==> src/rtl/ps2_host_tx.sv <==
// PS/2 host-to-device command transmitter: clock inhibit, request-to-send, bit shifting on device clock, ACK check.
// Optional response/frame watchdogs are compiled in when PS2_HOST_TX_TIMEOUT_EN is defined.
module ps2_host_tx #(
    parameter int INHIBIT_CYC = 10000,
    parameter int SETUP_CYC   = 100,
    parameter int FILTER_LEN  = 4,
    parameter int TIMEOUT_CYC = 1500000,
    parameter int FRAME_CYC   = 200000
) (
    input  logic       clk,
    input  logic       rst,
    input  logic [7:0] tx_data,
    input  logic       tx_valid,
    output logic       tx_ready,
    output logic       busy,
    output logic       tx_done,
    output logic       tx_err,
    input  logic       ps2_clk_i,
    input  logic       ps2_data_i,
    output logic       ps2_clk_oe,
    output logic       ps2_data_oe
);
    localparam int FW = $clog2(FILTER_LEN) + 1;
`ifdef PS2_HOST_TX_TIMEOUT_EN
    localparam bit WDOG_EN = 1'b1;
`else
    localparam bit WDOG_EN = 1'b0;
`endif

    typedef enum logic [2:0] {
        ST_IDLE    = 3'd0,
        ST_INHIBIT = 3'd1,
        ST_START   = 3'd2,
        ST_DATA    = 3'd3,
        ST_ACK     = 3'd4,
        ST_RELEASE = 3'd5,
        ST_ERR     = 3'd6
    } state_t;

    function automatic logic odd_parity(input logic [7:0] d);
        return ~^d;
    endfunction

    // index 0 = clock line, index 1 = data line
    logic [1:0]    meta_r, sync_r, filt_r, filt_nx_s;
    logic [FW-1:0] flt_cnt_r [2];
    logic [FW-1:0] flt_cnt_nx_s [2];
    logic          clk_filt_d_r, fall_evt_s;
    state_t        state_r, state_nx_s;
    logic [31:0]   timer_r, timer_nx_s;
    logic [3:0]    bit_cnt_r, bit_cnt_nx_s;
    logic [9:0]    shift_r, shift_nx_s;
    logic          clk_oe_nx_s, data_oe_nx_s, done_nx_s, err_nx_s, ready_nx_s;

    assign fall_evt_s = clk_filt_d_r & ~filt_r[0];

    // Glitch filter: a new level is taken only after FILTER_LEN consecutive differing samples
    always_comb begin
        for (int i = 0; i < 2; i++) begin
            filt_nx_s[i]    = filt_r[i];
            flt_cnt_nx_s[i] = {FW{1'b0}};
            if (sync_r[i] != filt_r[i]) begin
                if (flt_cnt_r[i] == FW'(FILTER_LEN - 1)) begin
                    filt_nx_s[i] = sync_r[i];
                end else begin
                    flt_cnt_nx_s[i] = flt_cnt_r[i] + {{(FW-1){1'b0}}, 1'b1};
                end
            end else begin
                flt_cnt_nx_s[i] = {FW{1'b0}};
            end
        end
    end

    // Line synchronizers and filter state
    always_ff @(posedge clk) begin
        if (rst) begin
            meta_r       <= 2'b00;
            sync_r       <= 2'b00;
            filt_r       <= 2'b00;
            clk_filt_d_r <= 1'b0;
            for (int i = 0; i < 2; i++) flt_cnt_r[i] <= {FW{1'b0}};
        end else begin
            meta_r       <= {ps2_data_i, ps2_clk_i};
            sync_r       <= meta_r;
            filt_r       <= filt_nx_s;
            clk_filt_d_r <= filt_r[0];
            for (int i = 0; i < 2; i++) flt_cnt_r[i] <= flt_cnt_nx_s[i];
        end
    end

    // Transfer FSM next state and next output levels
    always_comb begin
        state_nx_s   = state_r;
        timer_nx_s   = timer_r + 32'd1;
        bit_cnt_nx_s = bit_cnt_r;
        shift_nx_s   = shift_r;
        clk_oe_nx_s  = 1'b0;
        data_oe_nx_s = ps2_data_oe;
        case (state_r)
            ST_IDLE: begin
                data_oe_nx_s = 1'b0;
                timer_nx_s   = 32'd0;
                if (tx_valid && tx_ready) begin
                    state_nx_s  = ST_INHIBIT;
                    shift_nx_s  = {1'b1, odd_parity(tx_data), tx_data};
                    clk_oe_nx_s = 1'b1;
                end else begin
                    state_nx_s = ST_IDLE;
                end
            end
            ST_INHIBIT: begin
                clk_oe_nx_s = 1'b1;
                if (timer_r == 32'(INHIBIT_CYC - 1)) begin
                    state_nx_s   = ST_START;
                    data_oe_nx_s = 1'b1;
                    timer_nx_s   = 32'd0;
                end else begin
                    state_nx_s = ST_INHIBIT;
                end
            end
            ST_START: begin
                clk_oe_nx_s  = 1'b1;
                data_oe_nx_s = 1'b1;
                if (timer_r == 32'(SETUP_CYC - 1)) begin
                    state_nx_s   = ST_DATA;
                    clk_oe_nx_s  = 1'b0;
                    timer_nx_s   = 32'd0;
                    bit_cnt_nx_s = 4'd0;
                end else begin
                    state_nx_s = ST_START;
                end
            end
            ST_DATA: begin
                if (fall_evt_s) begin
                    data_oe_nx_s = ~shift_r[0];
                    shift_nx_s   = {1'b0, shift_r[9:1]};
                    bit_cnt_nx_s = bit_cnt_r + 4'd1;
                    // the frame watchdog starts at the first device edge
                    if (bit_cnt_r == 4'd0) begin
                        timer_nx_s = 32'd0;
                    end else begin
                        timer_nx_s = timer_r + 32'd1;
                    end
                    if (bit_cnt_r == 4'd9) begin
                        state_nx_s = ST_ACK;
                    end else begin
                        state_nx_s = ST_DATA;
                    end
                end else if (WDOG_EN && (bit_cnt_r == 4'd0) && (timer_r == 32'(TIMEOUT_CYC - 1))) begin
                    state_nx_s   = ST_ERR;
                    data_oe_nx_s = 1'b0;
                end else if (WDOG_EN && (bit_cnt_r != 4'd0) && (timer_r == 32'(FRAME_CYC - 1))) begin
                    state_nx_s   = ST_ERR;
                    data_oe_nx_s = 1'b0;
                end else begin
                    state_nx_s = ST_DATA;
                end
            end
            ST_ACK: begin
                data_oe_nx_s = 1'b0;
                if (fall_evt_s) begin
                    if (filt_r[1] == 1'b0) begin
                        state_nx_s = ST_RELEASE;
                    end else begin
                        state_nx_s = ST_ERR;
                    end
                end else if (WDOG_EN && (timer_r == 32'(FRAME_CYC - 1))) begin
                    state_nx_s = ST_ERR;
                end else begin
                    state_nx_s = ST_ACK;
                end
            end
            ST_RELEASE: begin
                data_oe_nx_s = 1'b0;
                if (filt_r == 2'b11) begin
                    state_nx_s = ST_IDLE;
                end else begin
                    state_nx_s = ST_RELEASE;
                end
            end
            ST_ERR: begin
                data_oe_nx_s = 1'b0;
                state_nx_s   = ST_IDLE;
            end
            default: begin
                data_oe_nx_s = 1'b0;
                state_nx_s   = ST_IDLE;
            end
        endcase
        done_nx_s  = (state_r == ST_RELEASE) && (state_nx_s == ST_IDLE);
        err_nx_s   = (state_nx_s == ST_ERR);
        ready_nx_s = (state_nx_s == ST_IDLE) && (filt_nx_s == 2'b11);
    end

    // FSM state and registered outputs
    always_ff @(posedge clk) begin
        if (rst) begin
            state_r     <= ST_IDLE;
            timer_r     <= 32'd0;
            bit_cnt_r   <= 4'd0;
            shift_r     <= 10'd0;
            ps2_clk_oe  <= 1'b0;
            ps2_data_oe <= 1'b0;
            tx_done     <= 1'b0;
            tx_err      <= 1'b0;
            tx_ready    <= 1'b0;
            busy        <= 1'b1;
        end else begin
            state_r     <= state_nx_s;
            timer_r     <= timer_nx_s;
            bit_cnt_r   <= bit_cnt_nx_s;
            shift_r     <= shift_nx_s;
            ps2_clk_oe  <= clk_oe_nx_s;
            ps2_data_oe <= data_oe_nx_s;
            tx_done     <= done_nx_s;
            tx_err      <= err_nx_s;
            tx_ready    <= ready_nx_s;
            busy        <= ~ready_nx_s;
        end
    end
endmodule
==> config.mk <==
export PLATFORM = sky130hd
export DESIGN_NAME = ps2_host_tx
export DESIGN_NICKNAME = d
export VERILOG_FILES = /design/src/rtl/ps2_host_tx.sv
export SDC_FILE = /design/constraint.sdc
export NUM_CORES = 1
export LEC_CHECK = 0
export ABC_AREA = 1
export ABC_CLOCK_PERIOD_IN_PS = 1950
export CELL_PAD_IN_SITES_DETAIL_PLACEMENT = 0
export CELL_PAD_IN_SITES_GLOBAL_PLACEMENT = 1
export CORE_UTILIZATION = 40
export CTS_BUF_LIST = sky130_fd_sc_hd__clkbuf_4 sky130_fd_sc_hd__clkbuf_8
export DETAILED_ROUTE_END_ITERATION = 7
export PLACE_DENSITY = 0.75
export SLEW_MARGIN = 20
export SYNTH_ARGS = -nofsm -noshare
export SYNTH_HDL_FRONTEND = slang
export SYNTH_SLANG_ARGS = --single-unit
==> constraint.sdc <==
create_clock -name clk -period 1.95 [get_ports clk]
set_input_delay 0.39 -clock clk [delete_from_list [all_inputs] [get_ports clk]]
set_output_delay 0.39 -clock clk [all_outputs]
set_load 0.02 [all_outputs]
==> results of run 1 <==
## Yosys cell counts
cell type	n
ha_1	8
a31oi_1	6
nand3_4	1
dfxtp_1	68
clkbuf_1	4
and2_1	1
a22oi_1	2
xor2_1	24
xnor2_1	6
inv_2	4
nor2_1	92
buf_6	3
nand2_1	130
nand2_2	3
nor2_2	10
inv_1	69
nor2_4	1
buf_12	1
nand4_1	6
nand2_4	1
a21oi_1	14
nand3_2	2
and3_1	1
nand3_1	26
o21ai_0	15
nor3_1	23
nor4_1	1
o211ai_1	2
## worst max-delay path by stage
| stage | to | cells after the start |
|---|---|---|
| after global placement | timer_r[30]$_SDFF_PP0_ | 11 |
| after detailed placement | timer_r[27]$_SDFF_PP0_ | 11 |
| after global routing | busy$_SDFF_PP1_ | 9 |
| after floorplan | timer_r[6]$_SDFF_PP0_ | 11 |
| final | tx_done$_SDFF_PP0_ | 8 |
| after CTS | timer_r[27]$_SDFF_PP0_ | 11 |
## worst max-delay path, cell delays in order (launching register included)
cell and delay, ps:
dfxtp_1 370, ha_2 230, nand2_1 60, nor2_1 100, nand2_1 60, nor2_1 170
nand3_1 320, nand3_1 280, nor3_1 70
## area by class of cell
cell class	count	area, um2	share of cell area (%)
clock buffers	9	123.9	3.015
clock inverters	7	100.1	2.436
inverters	73	274.0	6.669
multi-input cells	375	1854	45.13
flip-flops and latches	68	1361	33.13
well taps	108	135.1	3.289
repair buffers	27	260.3	6.334
## repair_timing
| action | CTS | global route |
|---|---|---|
| buffers inserted | 0 | 2 |
| hold buffers | 0 | 0 |
| gates resized for setup | 0 | 1 |
| setup endpoints to repair | 0 | 25 |
| hold endpoints to repair | 0 | 0 |
## sequential cells by signal, indices dropped and copies added, names as in the netlist
register / cells
meta_r: 2
shift_r: 10
ps2_clk_oe: 1
tx_done: 1
tx_ready: 1
timer_r: 32
flt_cnt_r: 6
bit_cnt_r: 4
ps2_data_oe: 1
filt_r: 2
state_r: 3
sync_r: 2
tx_err: 1
busy: 1
clk_filt_d_r: 1
## logic make-up (layout without fill, tap and decap cells)
group / after synthesis / after routing / synth area share, %
xor+xnor: 30 / 30 / 7.389
flops: 68 / 68 / 38.28
buf+inv: 81 / 116 / 9.641
compound gates: 39 / 39 / 5.982
fa+ha+maj: 8 / 8 / 2.815
simple gates: 298 / 298 / 35.89
## metal layers
layer / global-route usage, % / wire length [um]
met5: 0 / 0
met4: 7.214 / 161
met3: 4.186 / 263
met2: 33.16 / 3800
met1: 21.56 / 3620
## power groups by stage
stage,combinational [mW],sequential (mW),clock (mW)
2_1_floorplan,0.0501,1.43,0
3_3_place_gp,0.0913,1.43,0
3_5_place_dp,0.0932,1.43,0
4_1_cts,0.0935,1.39,1.34
5_1_grt,0.107,1.40,1.38
6_report,0.0922,1.39,1.32
==> metrics.txt, run 1 <==
Final Cycle Share 90.86%; clock share of power 47.0%; Synth Instances 524; core region area 0.008678 mm2; maximum vdd ir drop 0.0003350 V; initial antenna violation count 0; clock latency on the worst-skew pair 350 ps; hpwl dp 6.044 mm; io pins 19; chip height 96.29 um; DR WL/cell 11.76 um; final worst slack 178.2 ps; Rel. slew slack 66.83%; overall power 2.807 mW; Die Footprint 0.009271 mm2; Core Rows 34; status finished, final reports clean; clock slew at reported path FFs 80 ps; FF-to-FF Start timer_r[1]$_SDFF_PP0_; Initial Utilization 40.97%; Slew Viols, Final 0; r2r setup slk 180 ps; # setup viols final 0; Pwr Density 683.1 mW/mm2; min-delay worst type flop to flop; Die W 96.29 um; fin crit period 1772 ps; Bufs on Longest Clock Path 2; power share of the combinational group 3.3%; CTS Buf Count 9; Reg power frac 49.7%; max-cap violations 0; Post-DP Area 0.003867 mm2; clock sink count 68; sequential-to-total area share from yosys stat 38.28%; DRT Pass-1 Iters 4; Area growth, synth to finish 15.55%; syn_area_per_cell 6.786 um2; WHS Endpoint sync_r[1]$_SDFF_PP0_; Fin Clk Skew 8.926 ps; CP Launch Point timer_r[1]$_SDFF_PP0_; final WL 7.845 mm; WP data required 2190 ps; Post-Place Cells 649; initial DRC count 103; GRT overflow 0; Layout Utilization 47.35%; drt drc 0; fmax 564.4 MHz; Nets 575; Worst setup EP type flop; gr usage total 18.65%; unrepaired setup endpoints after global routing false; fillers 924; post-synthesis cell area 0.003556 mm2; Static Leak 1.612 nW; Reg2Reg Depth 8; largest area contributor in the netlist dfxtp_1; Synth Net Count 545; Final Hold Fails 0; most frequent cells in the layout 130 x nand2_1, 92 x nor2_1, 69 x inv_1; Synth top area share 38.28%; vias in the first global route 2987; CTS tree yes; largest net degree at the start of global routing 19; Sw Ratio 22.95%; root buf cell clkbuf_8; total number of vias 3140; vias per inst 4.708; switching power 0.6443 mW; Seq cells post-synth 68; Routed Antenna Nets 0; top cells by area, synth dfxtp_1 38%, nand2_1 14%, nor2_1 9.7%, inv_1 7.3%, xor2_1 5.9%; crit-path max FO 9; reg-to-reg critical path endpoint tx_done$_SDFF_PP0_; CTS H-Tree Depth 3; worst hold path depth 2; Fin Hold WS 407.4 ps; Distinct cells, synth 28; Placer Congestion 0.8648; share of post-route cells with drive strength above 1 8.587%; CP Launch Type flop; crit path kind flop to flop; total negative setup slack 0 ps; Pint 2.162 mW; commonest non-fill, non-tap cell in the layout nand2_1; Slew @ Worst Pin 493.8 ps; Finished Layout Cells 667; CP arrival 2010 ps; Antenna Cells 0; YS warnings 0; fin area 0.004109 mm2; global-route wire length before repair 13.08 mm; pre-CTS WS 93.32 ps; port bufs 18; min-delay src meta_r[1]$_SDFF_PP0_
Power figures use the tool's default switching activity.
==> inputs of run 2 (changes only) <==
Settings changed: GPL_TIMING_DRIVEN from default to 0.
==> run 2 against run 1 <==
Against the previous run: utilization decreased by 0.43 points; design area decreased by 0.91%; clock power decreased by 9.8%; maximum frequency decreased by 2.3%; sequential share of layout area increased by 0.34 points; critical path type unchanged; largest cell class unchanged.
==> metrics.txt, run 2 (same netlist as run 1, synthesis figures left out) <==
Pwr Density 656.4 mW/mm2; total number of vias 3155; io pins 19; # setup viols final 0; port bufs 17; Largest register FFs 32; CP arrival 2050 ps; CTS H-Tree Depth 3; Worst setup EP type flop; crit-path max cell delay 370 ps; Static Leak 1.596 nW; Core Rows 34; initial DRC count 109; chip height 96.29 um; Fin Clk Skew 9.916 ps; drt drc 0; clock sink count 68; Final Hold Fails 0; Buf+Inv Stages, Crit Path 1; fmax 551.7 MHz; clock latency on the worst-skew pair 340 ps; min-delay worst type flop to flop; CP Launch Type flop; hold-fix buffer count after cts 0; largest registers timer_r (32), shift_r (10), flt_cnt_r (6); Post-DP Area 0.003861 mm2; hpwl dp 6.039 mm; Placer Congestion 0.8439; fin crit period 1813 ps; maximum vdd ir drop 0.0003623 V; most frequent cells in the layout 130 x nand2_1, 91 x nor2_1, 69 x inv_1; total negative setup slack 0 ps; Bufs on Longest Clock Path 2; CTS Buf Count 9; GRT overflow 0; CP max-delay cell dfxtp_1; Die Footprint 0.009271 mm2; delay-heaviest family, CP simple AND/OR/NAND/NOR gates; vias in the first global route 3025; Biggest register timer_r; WP data required 2190 ps; Routed Antenna Nets 0; Die W 96.29 um; Initial Utilization 40.97%; largest net degree at the start of global routing 14; global-route wire length before repair 13.52 mm; CTS tree yes; gr usage total 19.59%; unrepaired setup endpoints after global routing false; crit-path max FO 10; Slew Viols, Final 0; Rel. slew slack 66.63%; DR WL/cell 11.97 um; fin area 0.004071 mm2; Antenna Cells 0; status finished, final reports clean; CP most frequent cell nand2_2; Area growth, synth to finish 14.50%; Cell Chain, Critical Path ha_2 -> nand2_2 -> nor2_4 -> nand3_1 -> nor2_2 -> nand2_1 -> nand2_2 -> nand3_2 -> nand2_4 -> buf_6 -> nor2_1; Slew @ Worst Pin 498.7 ps; initial antenna violation count 0; Final Cycle Share 92.96%; vias per inst 4.744; share of post-route cells with drive strength above 1 8.079%; Nets 573; DRT Pass-1 Iters 5; Layout Utilization 46.91%; crit path kind flop to flop; max-cap violations 0; root buf cell clkbuf_8; final WL 7.963 mm; core region area 0.008678 mm2; clock slew at reported path FFs 80 ps; commonest non-fill, non-tap cell in the layout nand2_1
## run 2: cell count changes in the layout (fill, tap and decap cells not counted), moves of 2 or more
cell / before / now
buf_6: 0 / 3
clkinv_2: 0 / 2
clkbuf_1: 0 / 4
clkinvlp_4: 3 / 0
buf_4: 8 / 0
## run 2: final cells by class
type	count	area (um2)
timing repair buffer	17	170.2
tap	108	135.1
clock inverter	7	75.07
multi-input combinational	375	1862
buffer	8	68.82
fill	914	4607
clock buffer	9	123.9
inverter	73	274.0
sequential	68	1363
## run 2: what timing repair did
item	CTS	global route
resized for setup	1	3
setup buffers	0	0
setup endpoints to repair	2	37
gates cloned	0	0
pin swaps	0	0
## run 2: layer usage
| metal | wire, um | share of wire [%] | global-route usage [%] | up-vias |
|---|---|---|---|---|
| met1 | 3667 | 46 | 21.45 | 1405 |
| met2 | 3905 | 49 | 34.93 | 48 |
| li1 | - | - | - | 1689 |
| met5 | 0 | 0 | 0 | - |
| met3 | 220 | 2.8 | 6.872 | 13 |
| met4 | 169 | 2.1 | 6.592 | 0 |
## run 2: per-stage QoR
step,std cells,setup slack [ps],hold slack (ps),power (mW)
6_report,665,137.3,403.2,2.672
5_1_grt,665,7.215,425.3,2.799
4_1_cts,665,22.03,403.9,2.711
3_5_place_dp,649,18.35,392.0,1.518
3_3_place_gp,649,41.83,390.5,1.515
2_1_floorplan,524,356.1,388.3,1.477
## run 2: path summary, 6_finish.rpt
kind                               from                     end  slack [ps]  cells past startpoint
hold reg to reg    meta_r[0]$_SDFF_PP0_    sync_r[0]$_SDFF_PP0_         400                      2
setup / recovery  timer_r[1]$_SDFF_PP0_  timer_r[22]$_SDFF_PP0_         140                     11
setup reg to reg  timer_r[1]$_SDFF_PP0_  timer_r[22]$_SDFF_PP0_         140                     11
hold / removal     meta_r[0]$_SDFF_PP0_    sync_r[0]$_SDFF_PP0_         400                      2
## run 2: report_power, final
group / internal, mW / switching (mW)
Clock: 0.600 / 0.589
Sequential: 1.39 / 0.00226
Combinational: 0.0410 / 0.0483
Total: 2.03 / 0.640
## run 2: worst reg2reg max path: stages, from the launching register on
cell and delay (ps):
dfxtp_1 370, ha_2 230, nand2_2 80, nor2_4 120
nand3_1 90, nor2_2 170, nand2_1 80, nand2_2 120
nand3_2 110, nand2_4 110, buf_6 170, nor2_1 60
